File: src/rtl/gate_bist_pkg.sv
// Shared types and constants for the 2-input gate BIST sequencer.
package gate_bist_pkg;

  typedef enum logic [1:0] {
    IDLE   = 2'd0,
    SETTLE = 2'd1,
    SAMPLE = 2'd2,
    DONE   = 2'd3
  } state_t;

  localparam int NUM_VECTORS = 4;

  // Truth tables indexed by {B,A}.
  localparam logic [3:0] EXP_AND  = 4'b1000;
  localparam logic [3:0] EXP_OR   = 4'b1110;
  localparam logic [3:0] EXP_XOR  = 4'b0110;
  localparam logic [3:0] EXP_NAND = 4'b0111;

endpackage

File: src/rtl/settle_timer.sv
// Loadable down-counter that flags zero; holds at zero instead of wrapping.
module settle_timer #(
  parameter int WIDTH = 1
) (
  input  logic             clk,
  input  logic             rst,
  input  logic             load,
  input  logic [WIDTH-1:0] load_value,
  input  logic             dec,
  output logic             zero
);

  logic [WIDTH-1:0] count;

  always_ff @(posedge clk) begin
    if (rst) begin
      count <= '0;
    end else if (load) begin
      count <= load_value;
    end else if (dec && (count != '0)) begin
      count <= count - 1'b1;
    end
  end

  assign zero = (count == '0);

endmodule

File: src/rtl/gate_bist_ctrl.sv
// BIST sequencer: walks a 2-input gate through all four input vectors,
// compares the sampled output with EXPECTED and reports pass/fail_mask.
module gate_bist_ctrl
  import gate_bist_pkg::*;
#(
  parameter int         SETTLE_CYCLES = 1,
  parameter logic [3:0] EXPECTED      = EXP_AND
) (
  input  logic       clk,
  input  logic       rst,
  input  logic       start,
  output logic       busy,
  output logic       done,
  output logic       pass,
  output logic [3:0] fail_mask,
  output logic       a_o,
  output logic       b_o,
  input  logic       q_i
);

  localparam int               CNT_W    = $clog2(SETTLE_CYCLES + 1);
  localparam logic [CNT_W-1:0] RELOAD   = CNT_W'(SETTLE_CYCLES - 1);
  localparam logic [1:0]       LAST_IDX = 2'(NUM_VECTORS - 1);

  if (SETTLE_CYCLES < 1) begin : g_bad_settle
    $error("gate_bist_ctrl: SETTLE_CYCLES must be at least 1");
  end

  state_t     state;
  state_t     state_next;
  logic [1:0] idx;
  logic [1:0] idx_next;
  logic [3:0] fail_mask_next;
  logic       accept;
  logic       timer_load;
  logic       timer_dec;
  logic       timer_zero;
  logic       drive_next;

  settle_timer #(
    .WIDTH(CNT_W)
  ) u_settle_timer (
    .clk       (clk),
    .rst       (rst),
    .load      (timer_load),
    .load_value(RELOAD),
    .dec       (timer_dec),
    .zero      (timer_zero)
  );

  always_ff @(posedge clk) begin
    if (rst) begin
      state <= IDLE;
    end else begin
      state <= state_next;
    end
  end

  always_comb begin
    state_next = state;
    case (state)
      IDLE:    if (start) state_next = SETTLE;
      SETTLE:  if (timer_zero) state_next = SAMPLE;
      SAMPLE:  state_next = (idx == LAST_IDX) ? DONE : SETTLE;
      DONE:    state_next = IDLE;
      default: state_next = IDLE;
    endcase
  end

  always_comb begin
    accept     = (state == IDLE) && start;
    busy       = (state == SETTLE) || (state == SAMPLE);
    done       = (state == DONE);
    timer_load = accept || ((state == SAMPLE) && (idx != LAST_IDX));
    timer_dec  = (state == SETTLE);
  end

  always_comb begin
    idx_next       = idx;
    fail_mask_next = fail_mask;
    if (accept) begin
      idx_next       = '0;
      fail_mask_next = '0;
    end else if (state == SAMPLE) begin
      if (q_i != EXPECTED[idx]) fail_mask_next[idx] = 1'b1;
      if (idx != LAST_IDX) idx_next = idx + 2'd1;
    end
  end

  assign drive_next = (state_next == SETTLE) || (state_next == SAMPLE);

  // pass is resolved on the edge into DONE so it is already valid while done is high.
  always_ff @(posedge clk) begin
    if (rst) begin
      idx       <= '0;
      fail_mask <= '0;
      pass      <= 1'b0;
      a_o       <= 1'b0;
      b_o       <= 1'b0;
    end else begin
      idx       <= idx_next;
      fail_mask <= fail_mask_next;
      if (accept) begin
        pass <= 1'b0;
      end else if ((state == SAMPLE) && (idx == LAST_IDX)) begin
        pass <= (fail_mask_next == 4'b0000);
      end
      a_o <= drive_next ? idx_next[0] : 1'b0;
      b_o <= drive_next ? idx_next[1] : 1'b0;
    end
  end

endmodule

File: config.mk
export PLATFORM = sky130hd
export DESIGN_NAME = gate_bist_ctrl
export DESIGN_NICKNAME = d
export VERILOG_FILES = /design/src/rtl/gate_bist_pkg.sv /design/src/rtl/settle_timer.sv /design/src/rtl/gate_bist_ctrl.sv
export SDC_FILE = /design/constraint.sdc
export NUM_CORES = 1
export LEC_CHECK = 0
export ABC_AREA = 0
export BUFFER_PORTS_ARGS = -buffer_cell sky130_fd_sc_hd__buf_2
export CORE_AREA = 2 2 39 41
export CTS_BUF_LIST = sky130_fd_sc_hd__clkbuf_8
export CTS_CLUSTER_DIAMETER = 50
export DETAILED_ROUTE_END_ITERATION = 12
export DIE_AREA = 0 0 41 43
export GPL_TIMING_DRIVEN = 0
export PLACE_DENSITY = 0.68
export SYNTH_ARGS = -nofsm -noshare
export SYNTH_HDL_FRONTEND = slang
export SYNTH_HIERARCHICAL = 1
export SYNTH_SLANG_ARGS = --single-unit
export TNS_END_PERCENT = 50
File: constraint.sdc
create_clock -name clk -period 4.5 [get_ports clk]
set_input_delay 0.225 -clock clk [delete_from_list [all_inputs] [get_ports clk]]
set_output_delay 0.225 -clock clk [all_outputs]
set_load 0.005 [all_outputs]
## Word-level counts from Yosys, hierarchy flattened

Cells that the tools add are included.

- Reductions and logical operators: 13
- Eq/ne operators: 8
- Bitwise operators: 2
- $add $sub $neg: 2
- Order comparisons: 2
- Mux-type cells: 14

Operators by type and width:

| kind | number |
|---|---|
| 2-bit two-way mux | 6 |
| 4-bit two-way mux | 3 |
| 2-bit equality test (second input constant) | 4 |
| 2-bit one-hot mux with 4 select lines | 1 |
| 2-bit OR reduction | 3 |
| 1-bit logical AND | 5 |
| 2-bit by 1-bit equality test with 1-bit output (second input constant) | 2 |
| 4-bit zero test | 1 |
| 4-bit OR | 1 |
| 1-bit logical OR | 3 |
| 2-bit by 3-bit less-than comparator with 1-bit output (second input constant) | 1 |
| 2-bit by 1-bit adder with 2-bit output (second input constant) | 1 |
| 1-bit binary-select mux with 2-bit select | 1 |
| 1-bit demux with 2-bit select | 1 |
| 2-bit by 1-bit >= comparator with 1-bit output (second input constant) | 1 |
| 2-bit zero test | 1 |
| 1-bit two-way mux | 2 |
| 2-bit != test (second input constant) | 1 |
| 1-bit != test | 1 |
| 1-bit NOT | 1 |
| 1-bit subtractor (second input constant) | 1 |

- Word-level logic and storage cells: 48
- Flip-flop bits (word level): 12

## Logic depth before layout (Yosys ltp)

- Depth after elaboration: 9
- Mapped depth: 7
- Gate-level depth less buffers: 6

## Modules after synthesis

Netlist, hierarchy kept.

By module, submodules not included:

| module | area each (µm²) | sequential area each (µm²) | cells an instance | times used |
|---|---|---|---|---|
| gate_bist_ctrl | 545.5 | 220.2 | 59 | 1 |
| settle_timer | 47.5 | 20.0 | 4 | 1 |

## Worst setup path before layout

OpenSTA, ideal clock, no wires.

- Path type: reg-to-reg
- From: register state[0]
- To: register b_o
- Stages on the path, launching flop included: 8
- Path buffers: 1
- Library setup time: 95 ps
- Data arrival time: 1531 ps
- Path slack: 2874 ps
- Data required time: 4405 ps
- Cell sequence: dfxtp_1 > inv_1 > ha_1 > buf_6 > mux2_4 > o32ai_4 > o21ai_1 > a221oi_1

- Word-level cells in the longest chain between the ends: 6

Ends and longest elaborated chain:

| item | RTL line | text |
|---|---|---|
| from (decl) | gate_bist_ctrl.sv:29 | `state_t state;` |
| from (signal assigned) | gate_bist_ctrl.sv:55 | `state <= state_next;` |
| 2-bit equality test, or another cell as far along | gate_bist_ctrl.sv:61 | `case (state)` |
| 2-bit one-hot mux with 4 select lines | gate_bist_ctrl.sv:61 |  |
| 2-bit by 1-bit equality test with 1-bit output or 2-bit equality test (tied branches) | gate_bist_ctrl.sv:90 | `assign drive_next = (state_next == SETTLE) \|\| (state_next == SAMPLE);` |
| 1-bit logical OR | gate_bist_ctrl.sv:90 |  |
| 1-bit NOT (no source line) | n/a |  |
| 2-bit OR reduction (no source line) | n/a |  |
| to (signal assigned) | gate_bist_ctrl.sv:109 | `b_o <= drive_next ? idx_next[1] : 1'b0;` |
| to (decl) | gate_bist_ctrl.sv:17 | `output logic b_o,` |

Several ways; a longest one is shown, not always the timed one.
A chain may end at the register's enable or synchronous reset.

## Final worst setup path

Same ends and word-level chain as after synthesis.

==> reports/qor.csv <==
metric,value,unit
outcome,completed,
setup.worst_path.start_class,flip-flop,
critPathMaxStageDelay,410,ps
layout-drive-gt1-share,0.2564,
vias_per_cell,5.117,
finalHoldViolCount,0,
holdPathStages,2,
die_y,43,um
synth_nets,71,
fillers,138,
grt_max_degree,9,
setup_ws,2752,ps
holdBufCountCts,0,
pin_count,13,
p_seq_frac,0.445,
yosys.area.top_type,dfxtp_1,
coreArea,1384,um^2
timing.fmax,0.5720,GHz
ys_seq_area_frac,0.4051,
grt_overflow,0,
path_class,reg2reg,
crit_buf_inv,2,
p_comb_frac,0.178,
cp_top_family,compound AO/OA/AOI/OAI gates,
antenna_left,0,
nets,88,
rsz0062_at_grt,false,
power.leakage,0.3025,nW
drc,0,
avgRoutedWirePerCell,11.01,um
rr_endpoint,b_o,
p_switching,0.06225,mW
h-tree-depth,1,
p_per_area,353.6,nW/um^2
grt_pass1_vias,433,
rr_worst_depth,7,
timing.rr.start,state[0],
regArea,240.2,um^2
postRouteWirelength,1.035,mm
ir_drop,0.2092,mV
required,4640,ps
start_util,0.4286,
min_period,1748,ps
synth_seq_cells,12,
portBuffers,12,
insertedDiodeCount,0,
clock_skew,1.071,ps
syn_inst,63,
antenna_found_initial,0,
crit_path_top_delay_cell,dfxtp_1,
setup-tns-final,0,ps
multi_input_area,326.6,um^2
dieArea,1763,um^2
dpl_worst_slack,2750,ps
r2r_setup_slack,2750,ps
cts_setup_buffers,0,
grt_pass1_wl,1.766,mm
tritoncts,done,
slew_viol_final,0,
cts_resized,0,
syn_area_per_cell,9.414,um^2
rows,14,
stdcell_count,94,
synthTopCellsByArea,"dfxtp_1 41%, ha_1 8.4%, nor2_1 6.3%, o32ai_4 4.6%, a21oi_1 4.2%",
placed_cells,91,
vias,481,
worstPathArrival,1890,ps
cp_cell_sequence,inv_1 -> ha_1 -> buf_6 -> mux2_4 -> o32ai_4 -> o21ai_1 -> a221oi_1,
cts_buffers,3,
cts.clk_slew.worst_paths,50,ps
place.detailed.hpwl,799.6,um
hold_class,in2reg,
gp_congestion,0.7450,
cts.sinks,12,
critPathMaxFanout,8,
post-route-period-util,0.3885,
track_usage,0.1495,
synth_top_area_frac,0.4051,
ys_warn_count,6,
cts-root-buf,clkbuf_8,
utilization,0.5163,
switching_share,0.2464,
ys_types,28,
hold_start,rst,
drt_iter0_drc,11,
worst_hold_slack,229.6,ps
clockBufferDepth,2,
hold-path-endpoint,state[1],
area_delta_synth_final,20.46,%
layout_common_cells,"12 x dfxtp_1, 12 x buf_2, 10 x nor2_1",
firstDrtPassIters,4,
die_x,41,um
finalSetupViolCount,0,
syn-cell-area,593.1,um^2
clk_latency,240,ps
p_int,0.1904,mW
critPathCaptureType,flip-flop,
clockPowerShare,0.377,
drv_cap,0,
per-layer routing:
metal	global-route usage	vias up	share of wire
li1	-	250	-
met1	0.2131	214	0.51
met2	0.1938	15	0.42
met3	0.04712	2	0.055
met4	0.08000	0	0.015
met5	0	-	0
cells by family after synthesis:
family,count (synthesis),synth area share
buffers and inverters,5,0.04430
other,1,0.006323
muxes,1,0.02531
and+or+nand+nor,24,0.2047
adders and majority gates,4,0.08439
xor gates and xnor gates,1,0.01477
DFF,12,0.4051
AOI/OAI and AO/OA,15,0.2152
synth_stat cells:
cell type  instances
dfxtp_1           12
nor2_1            10
a21oi_1            5
nand2_1            5
ha_1               4
inv_1              4
nand3b_1           2
a21o_1             1
a221oi_1           1
a22o_1             1
a31oi_1            1
and2_1             1
buf_6              1
conb_1             1
mux2_4             1
nand2b_1           1
nand4_1            1
nand4b_1           1
nor2b_1            1
nor3_2             1
nor4_1             1
o211a_1            1
o21a_1             1
o21ai_0            1
o21ai_1            1
o32ai_4            1
o41ai_2            1
xnor2_1            1
layout make-up:
class,instances,share of cell area
Multi-Input combinational cell,46,0.4571
Sequential cell,12,0.3363
Timing Repair Buffer,12,0.08406
Clock buffer,3,0.05779
Tap cell,16,0.02802
Inverter,4,0.02102
Buffer,1,0.01576
sequential cells by signal (all words and copies together) (netlist names):
signal                cells
b_o                       1
state                     2
pass                      1
u_settle_timer/count      1
idx                       2
a_o                       1
fail_mask                 4
how the worst max path moves through the flow:
| stage | from | to | depth (start not counted) |
|---|---|---|---|
| floorplan | state[0] | b_o | 7 |
| detailed placement | state[0] | b_o | 7 |
| CTS | state[0] | b_o | 6 |
| global placement | state[0] | b_o | 7 |
| global route | state[0] | b_o | 6 |
| finish | state[0] | b_o | 7 |
power groups by stage:
stage	clock network, mW	logic, mW	registers [mW]
floorplan	0	0.0365	0.114
global placement	0	0.0449	0.115
detailed placement	0	0.0454	0.115
CTS	0.0971	0.0456	0.113
global route	0.101	0.0493	0.113
finish	0.0952	0.0450	0.112
worst register-to-register path, stage by stage, from the launching register on:
cell,delay [ps]
dfxtp_1,410
inv_1,90
ha_1,210
buf_6,140
mux2_4,300
o32ai_4,170
o21ai_1,110
a221oi_1,220
metrics by stage:
| stage | area [um^2] | total power, mW |
|---|---|---|
| after global routing | 714.4 | 0.2632 |
| final | 714.4 | 0.2526 |
| after floorplan | 593.1 | 0.1507 |
| after global placement | 673.1 | 0.1594 |
| after detailed placement | 673.1 | 0.1601 |
| after CTS | 714.4 | 0.2553 |
Note: power is estimated with default switching activity, not from simulation.
